--- config.mk ---
export PLATFORM = sky130hd
export DESIGN_NAME = fft_output_serializer
export DESIGN_NICKNAME = d
export VERILOG_FILES = /design/src/rtl/fft_output_serializer.sv
export SDC_FILE = /design/constraint.sdc
export NUM_CORES = 1
export LEC_CHECK = 0
export CAP_MARGIN = 20
export CORE_MARGIN = 2
export CORE_UTILIZATION = 40
export DETAILED_ROUTE_END_ITERATION = 7
export GPL_TIMING_DRIVEN = 1
export PLACE_DENSITY = 0.66
export SLEW_MARGIN = 20
export SYNTH_ARGS = -nofsm -noshare
export SYNTH_HDL_FRONTEND = slang
export SYNTH_SLANG_ARGS = --single-unit
--- constraint.sdc ---
create_clock -name clk -period 5.3 [get_ports clk]
set_input_delay 1.06 -clock clk [delete_from_list [all_inputs] [get_ports clk]]
set_output_delay 1.06 -clock clk [all_outputs]
set_load 0.03 [all_outputs]
--- src/rtl/fft_output_serializer.sv ---
// Frame-to-stream unloader for the 32-point FFT: captures every bin in one handshake and emits one bin per beat.
// Build option: define FFT_SER_BITREV_EN to emit bins in natural order from a bit-reversed frame.
module fft_output_serializer #(
  parameter int DATA_WIDTH = 8,
  parameter int N_POINTS   = 32,
  parameter int ADDR_WIDTH = 5
) (
  input  logic                           clk,
  input  logic                           reset,
  input  logic                           in_valid,
  output logic                           in_ready,
  input  logic [N_POINTS*DATA_WIDTH-1:0] in_real,
  input  logic [N_POINTS*DATA_WIDTH-1:0] in_imag,
  output logic                           out_valid,
  input  logic                           out_ready,
  output logic [DATA_WIDTH-1:0]          out_real,
  output logic [DATA_WIDTH-1:0]          out_imag,
  output logic [ADDR_WIDTH-1:0]          out_index,
  output logic                           out_last
);

  localparam logic [0:0] ST_IDLE   = 1'b0;
  localparam logic [0:0] ST_STREAM = 1'b1;

  localparam logic [ADDR_WIDTH-1:0] LAST_IDX = ADDR_WIDTH'(N_POINTS - 1);
  localparam logic [ADDR_WIDTH-1:0] ONE      = ADDR_WIDTH'(1);

  logic [0:0]            state_q,     state_d;
  logic [ADDR_WIDTH-1:0] cnt_q,       cnt_d;
  logic                  out_valid_q, out_valid_d;
  logic                  out_last_q,  out_last_d;
  logic [DATA_WIDTH-1:0] out_real_q,  out_real_d;
  logic [DATA_WIDTH-1:0] out_imag_q,  out_imag_d;

  logic [DATA_WIDTH-1:0] real_buf_q [N_POINTS];
  logic [DATA_WIDTH-1:0] imag_buf_q [N_POINTS];

  logic                  beat_done;
  logic                  load;
  logic [ADDR_WIDTH-1:0] rd_bin;

  assign beat_done = out_valid_q && out_ready;
  assign in_ready  = (state_q == ST_IDLE) || (beat_done && out_last_q);
  assign load      = in_valid && in_ready;

`ifdef FFT_SER_BITREV_EN
  function automatic logic [ADDR_WIDTH-1:0] bitrev(input logic [ADDR_WIDTH-1:0] a);
    for (int b = 0; b < ADDR_WIDTH; b++) begin
      bitrev[b] = a[ADDR_WIDTH-1-b];
    end
  endfunction

  assign rd_bin = bitrev(cnt_q + ONE);
`else
  assign rd_bin = cnt_q + ONE;
`endif

  // NOTE: every signal gets its hold value first, so no path through this block can infer a latch.
  always_comb begin
    state_d     = state_q;
    cnt_d       = cnt_q;
    out_valid_d = out_valid_q;
    out_last_d  = out_last_q;
    out_real_d  = out_real_q;
    out_imag_d  = out_imag_q;

    if (load) begin
      // Beat 0 reads bin 0 in both orderings (bitrev(0) == 0), so it comes straight off the input bus.
      state_d     = ST_STREAM;
      cnt_d       = '0;
      out_valid_d = 1'b1;
      out_last_d  = (LAST_IDX == '0);
      out_real_d  = in_real[DATA_WIDTH-1:0];
      out_imag_d  = in_imag[DATA_WIDTH-1:0];
    end else if (beat_done) begin
      if (out_last_q) begin
        state_d     = ST_IDLE;
        out_valid_d = 1'b0;
        out_last_d  = 1'b0;
      end else begin
        cnt_d       = cnt_q + ONE;
        out_last_d  = (cnt_d == LAST_IDX);
        out_real_d  = real_buf_q[rd_bin];
        out_imag_d  = imag_buf_q[rd_bin];
      end
    end
  end

  // NOTE: state uses non-blocking assignments so every register samples pre-edge values.
  always_ff @(posedge clk or negedge reset) begin
    if (!reset) begin
      state_q     <= ST_IDLE;
      cnt_q       <= '0;
      out_valid_q <= 1'b0;
      out_last_q  <= 1'b0;
      out_real_q  <= '0;
      out_imag_q  <= '0;
    end else begin
      state_q     <= state_d;
      cnt_q       <= cnt_d;
      out_valid_q <= out_valid_d;
      out_last_q  <= out_last_d;
      out_real_q  <= out_real_d;
      out_imag_q  <= out_imag_d;
    end
  end

  // NOTE: the capture buffer is cleared on reset so a stale frame can never leak after reset.
  always_ff @(posedge clk or negedge reset) begin
    if (!reset) begin
      for (int k = 0; k < N_POINTS; k++) begin
        real_buf_q[k] <= '0;
        imag_buf_q[k] <= '0;
      end
    end else if (load) begin
      for (int k = 0; k < N_POINTS; k++) begin
        real_buf_q[k] <= in_real[k*DATA_WIDTH +: DATA_WIDTH];
        imag_buf_q[k] <= in_imag[k*DATA_WIDTH +: DATA_WIDTH];
      end
    end
  end

  assign out_valid = out_valid_q;
  assign out_last  = out_last_q;
  assign out_real  = out_real_q;
  assign out_imag  = out_imag_q;
  assign out_index = cnt_q;

endmodule
==> results.py, run 1 <==
metrics = {
    "floorplanning": {
        "dieArea_mm2": 0.0630,
        "core-area_mm2": 0.0604,
        "std_cell_rows": 90,
        "fp.dieW_um": 251,
        "io_pins": 540,
        "die_h_um": 251,
        "start_util": 0.404,
    },
    "finish": {
        "area.growth.synth_to_final_pct": 32.9,
        "finish.utilization": 0.537,
        "drive_above_1_share": 0.0920,
        "final_nets": 3558,
    },
    "worst_setup_path": {
        "critPathSlowestCell": "clkdlybuf4s50_1",
        "crit_path_end_kind": "output pin",
        "crit_top_cell": "clkdlybuf4s50_1",
        "slowest_delay_ps": 850,
        "crit_chain": "clkdlybuf4s50_1, a21bo_2, clkdlybuf4s50_1",
        "start_kind": "primary input",
        "crit_path_max_fanout": 7,
        "worstPathRequired_ps": 4240,
        "crit_type": "in2out",
        "worstPathArrival_ps": 2740,
    },
    "sta": {
        "max_freq_mhz": 263,
        "relSlewSlack": 0.289,
        "fin_skew_ps": 15.1,
        "setup_viol": 0,
        "finalCriticalPeriod_ps": 3800,
        "tightest_slew_ps": 1070,
        "slew_violations": 0,
        "finalSetupTns_ps": 0,
        "whs_ps": 466,
        "finalCritPeriodShare": 0.718,
        "rsz0062_at_grt": "false",
        "hold_viol_final": 0,
    },
    "routing": {
        "drtAntennaViolNets": 0,
        "drt-initial-drc-count": 1550,
        "drc": 0,
        "wl_mm": 78.6,
        "vias": 20100,
        "firstDrtPassIters": 5,
        "routedWlPerCell_um": 20.2,
        "avgViaCountPerCell": 5.17,
    },
    "synth": {
        "ys_seq_area_frac": 0.549,
        "synth_top_area_frac": 0.549,
        "ys_types": 40,
        "synth_edf_count": 0,
        "ys_async_sr_fraction": 1.00,
        "netlist_area_mm2": 0.0244,
        "synth_mux_area_frac": 0.137,
        "synth_top_family_by_area": "simple AND/OR/NAND/NOR gates",
        "ys_ff_latch": 535,
        "synth_flop_cell": "dfrtp_1",
        "synth_nets": 3096,
        "yosysWarnings": 0,
        "synthXorXnorAreaFrac": 0.00323,
        "synth_compound_area_frac": 0.0284,
        "syn_avg_cell_area_um2": 9.46,
        "synth.area.top_cells": "dfrtp_1 55%, nand2_1 24%, mux4_2 11%, clkbuf_1 1.5%, mux2_2 1.1%",
        "synth_fa_ha_area_frac": 0.00103,
        "synthSimpleGateAreaFrac": 0.249,
        "synth_cells": 2578,
        "synth_top_area_cell": "dfrtp_1",
    },
    "clock_tree": {
        "cts-resized-gates": 0,
        "clk_path_buf_depth": 3,
        "cts_sinks": 535,
        "cts_tree": "yes",
        "root_buffer": "clkbuf_16",
        "clk_latency_ps": 610,
        "cts_buffers": 58,
        "clk_pin_slew_worst_paths_ps": 50,
        "cts-hold-fix-buffers": 0,
        "postCtsSetupBuffers": 0,
        "htreeDepth": 2,
    },
    "grt": {
        "antenna_found_initial": 14,
        "grt_pass1_vias": 20500,
        "grt_usage": 0.249,
        "grt-ovfl-total": 0,
        "grt_pass1_wl_mm": 120,
        "grt_max_degree": 192,
    },
    "job": {
        "maxCapViolCount": 0,
    },
    "worst_hold_path": {
        "worstHoldPathType": "reg2reg",
    },
    "place": {
        "gp_congestion": 0.889,
        "port-buffer-count": 539,
        "hpwl_mm": 55.7,
    },
    "pwr": {
        "powerDensity_mw_per_mm2": 431,
        "peakVddDrop_v": 0.000251,
        "power.leakage_uw": 0.0156,
    },
    "outcome": {
        "outcome": "completed",
    },
}
[power breakdown]
group / internal [µW] / switching [µW]
combinational: 2050 / 2340
clock: 2510 / 1670
sequential: 4900 / 491
total: 9470 / 4510
[cell families after synthesis]
kind of cell             Yosys count
AO/OA/AOI/OAI                     92
XOR/XNOR                           6
adder cells (fa/ha/maj)            2
buffers and inverters            168
flip-flops                       535
multiplexers                     168
AND/OR/NAND/NOR                 1607
[final cells by class]
| class | instances | area [µm²] |
|---|---|---|
| clock buffer | 93 | 1810 |
| fill | 5385 | 27900 |
| inverter | 3 | 11.3 |
| antenna | 13 | 32.5 |
| clock inverter | 14 | 179 |
| multi-input combinational | 1875 | 10300 |
| tap | 782 | 978 |
| timing repair buffer | 567 | 5750 |
| sequential | 535 | 13400 |
[cell usage after synthesis (2+ instances only)]
| library cell | n |
|---|---|
| ha_1 | 2 |
| nand2b_1 | 2 |
| and2_1 | 10 |
| xnor2_1 | 3 |
| buf_2 | 33 |
| clkbuf_1 | 98 |
| nand3_1 | 4 |
| mux4_1 | 7 |
| o221ai_1 | 16 |
| o221a_1 | 7 |
| mux2i_1 | 16 |
| inv_1 | 3 |
| nor2_1 | 11 |
| a21oi_1 | 17 |
| o31ai_1 | 9 |
| buf_4 | 14 |
| a22oi_1 | 8 |
| o21ai_0 | 4 |
| dfrtp_1 | 535 |
| mux4_2 | 121 |
| mux2_2 | 24 |
| nand2_1 | 1577 |
| buf_6 | 8 |
| buf_1 | 11 |
| a211oi_1 | 8 |
| a31o_2 | 8 |
| o22ai_1 | 9 |
[critical path, delay by kind of cell]
family	cells	cell delay, ps
AOI/OAI and AO/OA	1	230
buffers and inverters	2	1440
[cells in the final DEF, fill, tap and decap left out, drive strengths merged, types with 9 or more instances in the layout]
cell type      instances
diode                 13
mux4                 128
a21oi                 17
o22ai                  9
and2                  10
buf                   29
clkdlybuf4s50        538
nand2               1577
o221ai                16
nor2                  11
mux2                  24
clkbuf                93
dfrtp                535
o31ai                  9
mux2i                 16
[path summary, 6_finish.rpt]
| check | start | end | slack [ps] | depth (start not counted) |
|---|---|---|---|---|
| max in group asynchronous | reset | imag_buf_q[72] | 3550 | 2 |
| max reg2reg | out_index[1] | out_imag[0] | 2200 | 6 |
| min | imag_buf_q[193] | imag_buf_q[193] | 470 | 2 |
| max | out_ready | in_ready | 1500 | 3 |
| min in group asynchronous | reset | imag_buf_q[187] | 520 | 1 |
| min reg2reg | imag_buf_q[193] | imag_buf_q[193] | 470 | 2 |
[flip-flops by register name, indices dropped and copies added, names as in the netlist]
signal / cells
imag_buf_q: 256
out_imag: 8
out_index: 5
out_last: 1
out_real: 8
out_valid: 1
real_buf_q: 256
[through the flow]
step                area, µm²  worst slack, ps  total power [µW]  cells
floorplan               24400             2370              8010   2578
global placement        30400             1530              9730   3762
detailed placement      30400             1510              9860   3762
CTS                     32400             1500             14100   3869
global route            32400             1420             14700   3881
finish                  32400             1500             14000   3882
[per-layer routing]
metal  vias to the layer above  wire [µm]  GRT usage
met2                       689      37500      0.399
li1                       9229          -          -
met1                     10000      33600      0.346
met5                         -         24          0
met4                         4       2570     0.0898
met3                       133       4890     0.0398
(Power assumes the default switching activity.)
==> inputs of run 2 (changes only) <==
PLACE_DENSITY = 0.68   (was 0.66)
clock period = 3.1 ns   (was 5.3 ns; I/O delays follow)
==> run 2 against run 1 <==
  * Utilization up 0.70 points
  * Sequential cell count unchanged
  * Cell count up 0.98%
  * Global-route usage up 0.16 points
  * Combinational power up 77%
  * Critical path depth down 1
  * Sequential power up 71%
  * Setup slack worse by 1200 ps
  * Worst hold slack better by 1.0 ps
  * Routed wire length up 1.3%
  * Critical path type is now reg2out
==> results.py, run 2 (synthesis gave the netlist of run 1 again) <==
metrics = {
    "outcome": {
        "outcome": "completed",
    },
    "finish": {
        "seq_area_mm2": 0.0134,
        "layout_commonest_cell": "nand2_1",
        "reg_top3": "imag_buf_q x256, real_buf_q x256",
        "area.growth.synth_to_final_pct": 34.7,
        "nFillCells": 5256,
        "mostFrequentLayoutCells": "1576 x nand2_1, 538 x clkdlybuf4s50_1, 534 x dfrtp_1",
        "drive_above_1_share": 0.102,
        "final_nets": 3595,
        "multi_input_area_mm2": 0.0103,
    },
    "clock_tree": {
        "cts_buffers": 58,
        "clk_pin_slew_worst_paths_ps": 60,
        "cts_sinks": 535,
        "clk_latency_ps": 620,
        "htreeDepth": 2,
        "clk_path_buf_depth": 3,
        "root_buffer": "clkbuf_16",
        "cts_tree": "yes",
    },
    "worst_setup_path": {
        "crit_path_end_kind": "output pin",
        "path_delay_family": "buffers and inverters",
        "start_kind": "flip-flop",
        "crit_buf_inv": 2,
        "worstPathRequired_ps": 2480,
        "worstPathArrival_ps": 2200,
        "critPathSlowestCell": "clkdlybuf4s50_1",
        "crit_chain": "buf_16, clkdlybuf4s50_1",
        "crit_type": "reg2out",
        "crit_path_max_fanout": 37,
        "slowest_delay_ps": 750,
    },
    "routing": {
        "wl_mm": 79.7,
        "firstDrtPassIters": 7,
        "vias": 20300,
        "drt-initial-drc-count": 1526,
        "avgViaCountPerCell": 5.18,
        "drtAntennaViolNets": 0,
        "drc": 0,
        "routedWlPerCell_um": 20.3,
    },
    "sta": {
        "rsz0062_at_grt": "false",
        "setup_viol": 0,
        "finalCriticalPeriod_ps": 2820,
        "fin_skew_ps": 19.0,
        "max_freq_mhz": 355,
        "relSlewSlack": 0.414,
        "finalSetupTns_ps": 0,
        "finalCritPeriodShare": 0.909,
        "slew_violations": 0,
        "tightest_slew_ps": 875,
        "hold_viol_final": 0,
    },
    "floorplanning": {
        "die_h_um": 251,
        "std_cell_rows": 90,
        "fp.dieW_um": 251,
        "dieArea_mm2": 0.0630,
        "core-area_mm2": 0.0604,
        "start_util": 0.404,
        "io_pins": 540,
    },
    "place": {
        "hpwl_mm": 58.0,
        "gp_congestion": 0.884,
        "port-buffer-count": 539,
    },
    "grt": {
        "grt_pass1_vias": 21000,
        "antenna_found_initial": 21,
        "grt_max_degree": 107,
        "grt-ovfl-total": 0,
        "grt_usage": 0.251,
        "grt_pass1_wl_mm": 121,
    },
    "worst_hold_path": {
        "worstHoldPathType": "reg2reg",
    },
    "pwr": {
        "total_power_uw": 24100,
        "powerDensity_mw_per_mm2": 734,
        "peakVddDrop_v": 0.000419,
        "power.leakage_uw": 0.0159,
    },
    "job": {
        "maxCapViolCount": 0,
    },
}
==> run 2: routing by layer <==
| metal | vias to the layer above | global-route usage | routed length (µm) |
|---|---|---|---|
| li1 | 9318 | - | - |
| met1 | 10100 | 0.332 | 33000 |
| met2 | 771 | 0.397 | 37700 |
| met3 | 154 | 0.0517 | 5630 |
| met4 | 4 | 0.119 | 3320 |
| met5 | - | 0 | 28 |
==> run 2: power by group <==
part	total, µW	leakage, µW	internal (µW)	switching (µW)
registers	9240	0.00669	8390	857
logic	7760	0.00822	3670	4090
clock network	7100	0.000954	4220	2890
==> run 2: cell type report <==
type                       instances  area share
sequential                       535       0.408
multi-input combinational       1875       0.313
timing repair buffer             604       0.189
clock buffer                      75      0.0477
tap                              782      0.0298
clock inverter                    28      0.0113
antenna                           18     0.00137
inverter                           3    0.000343
==> run 2: path summary, 6_finish.rpt <==
path | slack [ps] | cells after the start | end | from
worst min-delay path | 470 | 2 | imag_buf_q[41] | imag_buf_q[41]
max in group asynchronous | 1600 | 3 | imag_buf_q[41] | reset
worst min register to register | 470 | 2 | imag_buf_q[41] | imag_buf_q[41]
min in group asynchronous | 570 | 2 | imag_buf_q[170] | reset
worst max register to register | 310 | 8 | out_real[0] | out_index[0]
worst max-delay path | 280 | 2 | out_index[0] | out_index[0]
==> run 2: timing repair <==
action	4_1_cts	5_1_grt
setup buffers	0	0
gates resized for setup	0	1
endpoints found under the hold margin	57	0
hold buffers	1	0
setup endpoints to repair	0	1
==> run 2: stage by stage <==
step                hold WS (ps)  setup slack [ps]  instances  cell area (µm²)   util
floorplan                    324               171       2578            24400      -
detailed placement           457               409       3797            30800  0.511
CTS                          471              5.64       3901            32800  0.543
finish                       467               282       3920            32800  0.544
global route                 483               174       3919            32800  0.544
global placement             450               432       3797            30800  0.511
==> run 2: worst min-delay path: cells and delay by family, from the launching register on <==
family,cells,cell delay [ps]
DFF,1,330
and+or+nand+nor,2,110
